--- src/rtl/fifo_rd_ctrl.sv ---
// Read-side controller of the asynchronous FIFO: read pointer, wptr synchronizer, empty flag and a one-word output stage.
// Optional almost-empty output is built only when RD_AEMPTY_EN is defined.
module fifo_rd_ctrl #(
    parameter int DATASIZE      = 8,
    parameter int ADDRSIZE      = 4,
    parameter int AEMPTY_THRESH = 2
) (
    input  logic                rclk,
    input  logic                rrst_n,
    input  logic [ADDRSIZE:0]   wptr,
    input  logic [DATASIZE-1:0] rdata_mem,
    output logic [ADDRSIZE-1:0] raddr,
    output logic [ADDRSIZE:0]   rptr,
    output logic                rempty,
    output logic                rvalid,
    input  logic                rready,
`ifdef RD_AEMPTY_EN
    output logic                raempty,
`endif
    output logic [DATASIZE-1:0] rdata
);

    if (AEMPTY_THRESH < 0 || AEMPTY_THRESH >= 2**(ADDRSIZE+1)) begin : g_bad_aempty_thresh
        $error("fifo_rd_ctrl: AEMPTY_THRESH out of range");
    end

    logic [ADDRSIZE:0]   rq1_wptr_q, rq2_wptr_q;
    logic [ADDRSIZE:0]   rbin_q, rbin_d;
    logic [ADDRSIZE:0]   rptr_q, rptr_d;
    logic                rempty_q, rempty_d;
    logic                rvalid_q, rvalid_d;
    logic [DATASIZE-1:0] rdata_q, rdata_d;
    logic                fetch;

`ifdef RD_AEMPTY_EN
    localparam logic [ADDRSIZE:0] AEMPTY_LIM = (ADDRSIZE+1)'(AEMPTY_THRESH);

    logic              raempty_q, raempty_d;
    logic [ADDRSIZE:0] wq_bin;
    logic [ADDRSIZE:0] unfetched;

    function automatic logic [ADDRSIZE:0] gray2bin(input logic [ADDRSIZE:0] g);
        logic [ADDRSIZE:0] b;
        b[ADDRSIZE] = g[ADDRSIZE];
        for (int i = ADDRSIZE - 1; i >= 0; i--) begin
            b[i] = b[i+1] ^ g[i];
        end
        return b;
    endfunction
`endif

    always_comb begin
        // NOTE: every *_d gets a default before any branch so no path leaves it unassigned (no latch).
        rdata_d  = rdata_q;
        rvalid_d = rvalid_q;
        fetch    = !rempty_q && (!rvalid_q || rready);
        rbin_d   = rbin_q + {{ADDRSIZE{1'b0}}, fetch};
        rptr_d   = (rbin_d >> 1) ^ rbin_d;
        rempty_d = (rptr_d == rq2_wptr_q);

        // A consume without a refill drains the stage; a fetch always refills it.
        if (fetch) begin
            rdata_d  = rdata_mem;
            rvalid_d = 1'b1;
        end else if (rvalid_q && rready) begin
            rvalid_d = 1'b0;
        end
    end

`ifdef RD_AEMPTY_EN
    always_comb begin
        wq_bin    = gray2bin(rq2_wptr_q);
        unfetched = wq_bin - rbin_d;
        raempty_d = (unfetched <= AEMPTY_LIM);
    end
`endif

    // NOTE: non-blocking assignments so every flop samples pre-edge values regardless of statement order.
    always_ff @(posedge rclk or negedge rrst_n) begin
        if (!rrst_n) begin
            // NOTE: synchronizer flops are reset too, so rempty compares against a known pointer out of reset.
            rq1_wptr_q <= '0;
            rq2_wptr_q <= '0;
            rbin_q     <= '0;
            rptr_q     <= '0;
            rempty_q   <= 1'b1;
            rvalid_q   <= 1'b0;
            rdata_q    <= '0;
`ifdef RD_AEMPTY_EN
            raempty_q  <= 1'b1;
`endif
        end else begin
            rq1_wptr_q <= wptr;
            rq2_wptr_q <= rq1_wptr_q;
            rbin_q     <= rbin_d;
            rptr_q     <= rptr_d;
            rempty_q   <= rempty_d;
            rvalid_q   <= rvalid_d;
            rdata_q    <= rdata_d;
`ifdef RD_AEMPTY_EN
            raempty_q  <= raempty_d;
`endif
        end
    end

    assign raddr  = rbin_q[ADDRSIZE-1:0];
    assign rptr   = rptr_q;
    assign rempty = rempty_q;
    assign rvalid = rvalid_q;
    assign rdata  = rdata_q;
`ifdef RD_AEMPTY_EN
    assign raempty = raempty_q;
`endif

endmodule

--- config.mk ---
export PLATFORM = sky130hd
export DESIGN_NAME = fifo_rd_ctrl
export DESIGN_NICKNAME = d
export VERILOG_FILES = /design/src/rtl/fifo_rd_ctrl.sv
export SDC_FILE = /design/constraint.sdc
export NUM_CORES = 1
export LEC_CHECK = 0
export CAP_MARGIN = 20
export CORE_MARGIN = 1
export CORE_UTILIZATION = 45
export DETAILED_ROUTE_END_ITERATION = 8
export MAX_ROUTING_LAYER = met4
export PLACE_DENSITY = 0.8
export SLEW_MARGIN = 0
export SYNTH_ARGS = -nofsm -noshare
export SYNTH_HDL_FRONTEND = slang
export SYNTH_SLANG_ARGS = --single-unit
--- constraint.sdc ---
create_clock -name rclk -period 2.9 [get_ports rclk]
set_input_delay 0.58 -clock rclk [delete_from_list [all_inputs] [get_ports rclk]]
set_output_delay 0.58 -clock rclk [all_outputs]
set_load 0.05 [all_outputs]
Yosys cells after proc, flatten, opt, wreduce, memory -nomap -nowiden
Index checks and enable logic that the tools add are counted.

word-level totals
  logic and storage cells = 18
  input port bits = 16
  output and inout port bits = 19
  register bits = 30

cells by class
  bitwise operators = 1
  multiplexer cells = 2
  $add $sub $neg = 1
  equal/unequal tests = 1
  reduce and logical (&&, ||, !) cells = 6

operator list
  cell                  count
  adder 5 x 1 -> 5 bit  1
  == test 5 bit         1
  XOR 4 x 5 -> 5 bit    1
  logical AND 1 bit     2
  zero test 1 bit       2
  2-to-1 mux 1 bit      2
  nonzero test 2 bit    1
  logical OR 1 bit      1

Longest topological paths before layout
Gate-level depths: netlist of run 1.

  depth in word-level cells = 6
  mapped depth = 9
  gate-level depth less buffers = 9

Worst setup path before layout of run 1
OpenSTA, ideal clock, no wires.

  kind = register to register
  start = register rvalid_q (netlist: rvalid)
  end = register rempty_q (netlist: rempty)
  path slack = 0.316 ns
  buffers on the path = 0
  period minus slack after synthesis = 2.584 ns
  arrival = 2.479 ns
  required time = 2.795 ns
  setup time = 0.105 ns
  cell stages (with the launch flop) = 9
  path through = dfrtp_1 -> a21oi_2 -> ha_1 -> ha_1 -> and4b_1 -> a21oi_1 -> o22ai_1 -> xnor2_1 -> a2111oi_2

between the ends
  cells in the longest elaborated chain, start to end = 6

ends and longest elaborated chain
  what                      RTL line  text
  start: declaration        31        logic rvalid_q, rvalid_d;
  start signal: assignment  98        rvalid_q <= rvalid_d;
  zero test 1 bit           56        fetch = !rempty_q && (!rvalid_q || rready);
  logical OR 1 bit          56
  logical AND 1 bit         56
  named net fetch           33        logic fetch;
  adder 5 x 1 -> 5 bit      57        rbin_d = rbin_q + {{ADDRSIZE{1'b0}}, fetch};
  XOR 4 x 5 -> 5 bit        58        rptr_d = (rbin_d >> 1) ^ rbin_d;
  == test 5 bit             59        rempty_d = (rptr_d == rq2_wptr_q);
  named net rempty_d        30        logic rempty_q, rempty_d;
  end signal: assignment    97        rempty_q <= rempty_d;
  end: declaration          30

The timed path passes the listed nets, and every way through them passes these cells.
A chain may end at the register's enable or synchronous reset.

Worst setup path in the final report of run 1
  start = input rready
  end = register rempty_q (netlist: rempty)

between the ends
  cells in the longest elaborated chain, start to end = 5

ends and longest elaborated chain
  what                  RTL line  text
  start: declaration    16        input logic rready,
  logical OR 1 bit      56
  logical AND 1 bit     56
  named net fetch       33
  adder 5 x 1 -> 5 bit  57
  XOR 4 x 5 -> 5 bit    58
  == test 5 bit         59
  named net rempty_d    30

The timed path passes the listed nets, and every way through them passes these cells.

==> results.json, run 1 <==
{
  "clk_pin_slew_worst_paths_ps": 90,
  "post-route-period-util": 0.8671,
  "port_buffers": 34,
  "io_pins": 35,
  "tightest_slew_ps": 504.0,
  "core_mm2": 0.002477,
  "criticalPathCategory": "input port to flip-flop",
  "slew_headroom": 0.6630,
  "cts_tree": "yes",
  "ant_nets": 0,
  "routedWlPerCell_um": 12.69,
  "rows": 18,
  "fillers": 195,
  "synthCells": 88,
  "grt_pass1_wl_um": 3353,
  "firstDrtPassIters": 4,
  "cp_cell_sequence": "clkdlybuf4s50_1 > inv_1 > a21oi_2 > ha_1 > ha_1 > and4b_1 > a21oi_1 > o22ai_1 > xnor2_1 > a2111oi_2",
  "period_needed_ps": 2515,
  "max_cap_viol_count": 0,
  "synth_seq_cells": 29,
  "detail_route.iter0.violations": 11,
  "hp-class": "flip-flop to flip-flop",
  "antenna_cells": 0,
  "root_buffer": "clkbuf_4",
  "power_density_mw_per_mm2": 1205,
  "critPathTopFamily": "compound AO/OA/AOI/OAI gates",
  "fin_cells": 163,
  "cts_hold_buffers": 0,
  "clock_path_buffers": 2,
  "crit_slowest_cell": "clkdlybuf4s50_1",
  "netlist_area_mm2": 0.001180,
  "max_freq_mhz": 397.7,
  "setup_violations": 0,
  "synth_nets": 106,
  "grtUsageTotal": 0.1835,
  "synth_warnings": 0,
  "grt_max_degree": 30,
  "cts_buffers": 5,
  "critPathMaxFanout": 6,
  "p_leak_nw": 0.7157,
  "ys_seq_area_frac": 0.6161,
  "arrival_ps": 2740,
  "startpoint_type": "input port",
  "dpl.hpwl_um": 1566,
  "routed_wl_um": 2069,
  "overflow": 0,
  "gp_congestion": 0.8228,
  "die_area_mm2": 0.002831,
  "crit_required_ps": 3120,
  "hold_viol_final": 0,
  "initial_utilization": 0.4763,
  "syn2layout_area_growth_pct": 40.09,
  "status": "complete, no violations",
  "final_nets": 150,
  "dp_cells": 155,
  "vias": 831,
  "first_global_vias": 794,
  "cts.sinks": 29,
  "ir_worst_vdd_mv": 0.6857,
  "die_w_um": 53.21,
  "antenna_found_initial": 0,
  "fp.dieH_um": 53.21,
  "clkLatencyLatePin_ps": 320,
  "fin_skew_ps": 4.676,
  "path_buf_inv": 2,
  "final.setup.tns_ps": 0,
  "avgViaCountPerCell": 5.098,
  "drv_slew": 0,
  "post_cts_buffers": 0,
  "cpMostUsedCell": "ha_1",
  "cts-resized-gates": 0,
  "mostFrequentLayoutCell": "clkdlybuf4s50_1",
  "max_stage_delay_ps": 470,
  "synth_cell_types": 29,
  "syn_area_per_cell_um2": 13.41,
  "cts.htree.levels": 2,
  "critical_path.endpoint_type": "flip-flop",
  "rsz0062_at_grt": "no",
  "drive_above_1_share": 0.1955,
  "drc": 0,
  "layout_common_cells": "34 x clkdlybuf4s50_1, 28 x dfrtp_1, 8 x mux2_2"
}
[final cells by class]
| type | count | area, um^2 | share of cell area |
|---|---|---|---|
| Sequential cell | 29 | 726.9 | 0.4398 |
| Tap cell | 30 | 37.54 | 0.02271 |
| Timing Repair Buffer | 39 | 377.9 | 0.2286 |
| Inverter | 6 | 22.52 | 0.01363 |
| Clock buffer | 7 | 65.06 | 0.03936 |
| Multi-Input combinational cell | 51 | 417.9 | 0.2528 |
| Clock inverter | 1 | 5.005 | 0.003028 |
[final timing paths]
check / start / end / slack, ps / cells past startpoint
worst min register to register: rq1_wptr_q[2]$_DFF_PN0_ / rq2_wptr_q[2]$_DFF_PN0_ / 350 / 0
worst max-delay path: rready / rempty$_DFF_PN1_ / 390 / 10
max in group asynchronous: rrst_n / rempty$_DFF_PN1_ / 1970 / 2
worst max register to register: rempty$_DFF_PN1_ / rempty$_DFF_PN1_ / 640 / 9
worst min-delay path: rq1_wptr_q[2]$_DFF_PN0_ / rq2_wptr_q[2]$_DFF_PN0_ / 350 / 0
min in group asynchronous: rrst_n / rq2_wptr_q[1]$_DFF_PN0_ / 630 / 2
[sequential cells by signal, summed over array words and instances (netlist names)]
name,cells
rvalid,1
rbin_q,5
rdata,8
rptr,4
rq1_wptr_q,5
rempty,1
rq2_wptr_q,5
[logic make-up (layout without fill, tap and decap cells)]
logic type,Yosys count,in the layout,share of synthesized area
flops,29,29,0.6161
simple gates,15,15,0.07105
compound gates,14,14,0.08377
xor+xnor,12,12,0.1018
mux,8,8,0.07636
buf+inv,8,53,0.02969
fa+ha+maj,2,2,0.02121
[worst reg2reg max path: cells and delay by family, from the launching register on]
family          cells  cell delay [ps]
flops               1              560
fa+ha+maj           2              460
buf+inv             1              170
simple gates        2              330
compound gates      4              640
[per-stage QoR]
stage                     setup slack (ps)  power [mW]  hold WS [ps]  area (um^2)    util
final                                385.5       1.991         353.2         1653  0.6672
after global routing                 239.6       2.108         360.7         1653  0.6672
after CTS                            368.0       2.012         355.3         1653  0.6672
after detailed placement             47.29       1.731         334.7         1583  0.6389
after global placement               130.2       1.710         331.7         1583  0.6389
after floorplan                      316.0       1.383         284.4         1180       -
[power by group]
| part | switching (mW) | leakage (nW) | total [mW] | internal (mW) |
|---|---|---|---|---|
| sequential | 0.101 | 0.335 | 0.626 | 0.525 |
| clock | 0.133 | 0.0413 | 0.273 | 0.140 |
| combinational | 0.660 | 0.340 | 1.09 | 0.433 |
| total | 0.893 | 0.716 | 1.99 | 1.10 |
[metal layers]
metal  vias up  share of wire  global-route usage
met5         -              0                   -
met4         0          0.014             0.07895
met3         4          0.048             0.08621
met2        18           0.54              0.2917
met1       413           0.40              0.1944
li1        396              -                   -
[cells in the mapped netlist, drive strengths merged]
master,instances,area share
buf,2,0.011
ha,2,0.021
nor2,2,0.0064
a31oi,1,0.0053
o21ai,4,0.017
inv,5,0.016
and3,1,0.0053
a21oi,3,0.016
a2111oi,1,0.013
nand2,3,0.0095
nand3,3,0.013
and2,1,0.0053
xor2,6,0.051
dfrtp,28,0.59
mux2,8,0.076
nand2b,2,0.011
a22oi,2,0.013
o22ai,1,0.0053
dfstp,1,0.022
and4b,2,0.017
xnor2,6,0.051
clkinv,1,0.0032
nor3,1,0.0042
o221ai,2,0.015
Note: power is estimated with default switching activity, not from simulation.
==> run 2: changes to the inputs <==
--- a/config.mk
+++ b/config.mk
@@ -5,7 +5,6 @@
 export SDC_FILE = /design/constraint.sdc
 export NUM_CORES = 1
 export LEC_CHECK = 0
-export CAP_MARGIN = 20
 export CORE_MARGIN = 1
 export CORE_UTILIZATION = 45
 export DETAILED_ROUTE_END_ITERATION = 8
==> results of run 2 <==
Same layout as run 1: the final DEF is identical, and so are final timing and power.
==> run 3: changes to the inputs <==
--- a/config.mk
+++ b/config.mk
@@ -5,12 +5,12 @@
 export SDC_FILE = /design/constraint.sdc
 export NUM_CORES = 1
 export LEC_CHECK = 0
-export CORE_MARGIN = 1
+export CORE_MARGIN = 5
 export CORE_UTILIZATION = 45
 export DETAILED_ROUTE_END_ITERATION = 8
 export MAX_ROUTING_LAYER = met4
 export PLACE_DENSITY = 0.8
-export SLEW_MARGIN = 0
+export SLEW_MARGIN = 20
 export SYNTH_ARGS = -nofsm -noshare
 export SYNTH_HDL_FRONTEND = slang
 export SYNTH_SLANG_ARGS = --single-unit
==> run 3 against run 2 <==
Against the previous run: register-to-register slack better by 30 ps; fmax down 0.27%; sequential cell count unchanged; die area grew 32%; clock-buffer cell count unchanged; total power is 1.0% higher; clock power barely moved; utilization decreased by 0.60 points; via count grew 1.1%; final area stayed put; global-route usage is 2.3 points lower; highest routed layer unchanged.
==> results.json, run 3 (synthesized netlist as in run 1, its figures left out) <==
{
  "cts_tree": "yes",
  "hp-class": "flip-flop to flip-flop",
  "ant_nets": 0,
  "die_w_um": 61.21,
  "max_cap_viol_count": 0,
  "grtUsageTotal": 0.1610,
  "initial_utilization": 0.4720,
  "ir_worst_vdd_mv": 0.6488,
  "rows": 18,
  "hold_path_depth": 0,
  "fin_cells": 163,
  "cts.sinks": 29,
  "rrSetupSlack_ps": 670,
  "criticalPathCategory": "input port to flip-flop",
  "post_cts_buffers": 0,
  "clock_path_buffers": 2,
  "cts_buffers": 5,
  "antenna_found_initial": 0,
  "worstReg2RegEnd": "rempty$_DFF_PN1_",
  "setup_violations": 0,
  "hold_viol_final": 0,
  "mostFrequentLayoutCell": "clkdlybuf4s50_1",
  "die_area_mm2": 0.003746,
  "post-route-period-util": 0.8694,
  "fin_ws_ps": 378.7,
  "rsz0062_at_grt": "no",
  "clk_pin_slew_worst_paths_ps": 90,
  "grt_pass1_wl_um": 4064,
  "period_needed_ps": 2521,
  "critPathMaxFanout": 6,
  "drc": 0,
  "antenna_cells": 0,
  "fillers": 194,
  "startpoint_type": "input port",
  "cts_hold_buffers": 0,
  "firstDrtPassIters": 4,
  "overflow": 0,
  "drv_slew": 0,
  "vias": 840,
  "detail_route.iter0.violations": 35,
  "fp.dieH_um": 61.21,
  "final_nets": 150,
  "drive_above_1_share": 0.1955,
  "io_pins": 35,
  "max_freq_mhz": 396.6,
  "p_total_mw": 2.012,
  "cts.htree.levels": 2,
  "critical_path.endpoint_type": "flip-flop",
  "grt_max_degree": 30,
  "root_buffer": "clkbuf_4",
  "syn2layout_area_growth_pct": 40.09,
  "routedWlPerCell_um": 14.71,
  "core_mm2": 0.002500,
  "clkLatencyLatePin_ps": 320,
  "status": "complete, no violations",
  "holdPathEnd": "rq2_wptr_q[0]$_DFF_PN0_",
  "layout_common_cells": "34 x clkdlybuf4s50_1, 28 x dfrtp_1, 8 x mux2_2",
  "routed_wl_um": 2398,
  "power_density_mw_per_mm2": 1217,
  "slew_headroom": 0.6452,
  "min_from": "rq1_wptr_q[0]$_DFF_PN0_",
  "final_util": 0.6612,
  "dp_cells": 155,
  "largest_reg_flops": 8,
  "crit_required_ps": 3130,
  "place_ws_ps": 27.27,
  "first_global_vias": 928,
  "startpoint": "rready",
  "gp_congestion": 0.8377,
  "fin_skew_ps": 10.99,
  "port_buffers": 34,
  "rr_startpoint": "rempty$_DFF_PN1_",
  "final.setup.tns_ps": 0,
  "arrival_ps": 2750,
  "p_leak_nw": 0.7157,
  "ff2ff_path_depth": 9,
  "dpl.hpwl_um": 1798,
  "tightest_slew_ps": 530.6,
  "avgViaCountPerCell": 5.153,
  "cts-resized-gates": 0
}
## run 3: cell counts in the layout (fill, tap and decap cells not counted)
Identical to the previous run, type by type.
## run 3: metrics by stage
step                area [um^2]  hold WS, ps
finish                     1653        354.9
global route               1653        375.3
CTS                        1653        360.6
detailed placement         1583        340.3
global placement           1583        333.2
floorplan                  1180        284.4
## run 3: power breakdown
group          leakage, nW  internal [mW]  switching, mW  total, mW
clock               0.0413          0.140          0.136      0.276
combinational        0.340          0.432          0.672       1.10
sequential           0.335          0.526          0.106      0.631
total                0.716           1.10          0.913       2.01
## run 3: worst max-delay path: stages
cell and delay [ps]:
clkdlybuf4s50_1 470, inv_1 50, a21oi_2 170, ha_1 190, ha_1 310, xor2_2 220
xor2_1 210, and3_1 180, o21ai_1 90, a2111oi_2 280
## run 3: how the worst max path moves through the flow
stage | endpoint | depth (start not counted) | slack, ps
6_report | rempty$_DFF_PN1_ | 10 | 380
5_1_grt | rempty$_DFF_PN1_ | 10 | 230
3_5_place_dp | rempty$_DFF_PN1_ | 10 | 30
4_1_cts | rempty$_DFF_PN1_ | 10 | 360
3_3_place_gp | rempty$_DFF_PN1_ | 10 | 130
2_1_floorplan | rempty$_DFF_PN1_ | 8 | 320
## run 3: layer usage
| metal | share of wire | track usage |
|---|---|---|
| met5 | 0 | - |
| met4 | 0.028 | 0.07430 |
| met3 | 0.047 | 0.07128 |
| met2 | 0.57 | 0.2689 |
| met1 | 0.35 | 0.1602 |
## run 3: layout make-up
cell class,count,area [um^2],share of cell area
Sequential cell,29,726.9,0.4398
Multi-Input combinational cell,51,417.9,0.2528
Timing Repair Buffer,39,377.9,0.2286
Clock buffer,7,65.06,0.03936
Tap cell,30,37.54,0.02271
Inverter,6,22.52,0.01363
Clock inverter,1,5.005,0.003028
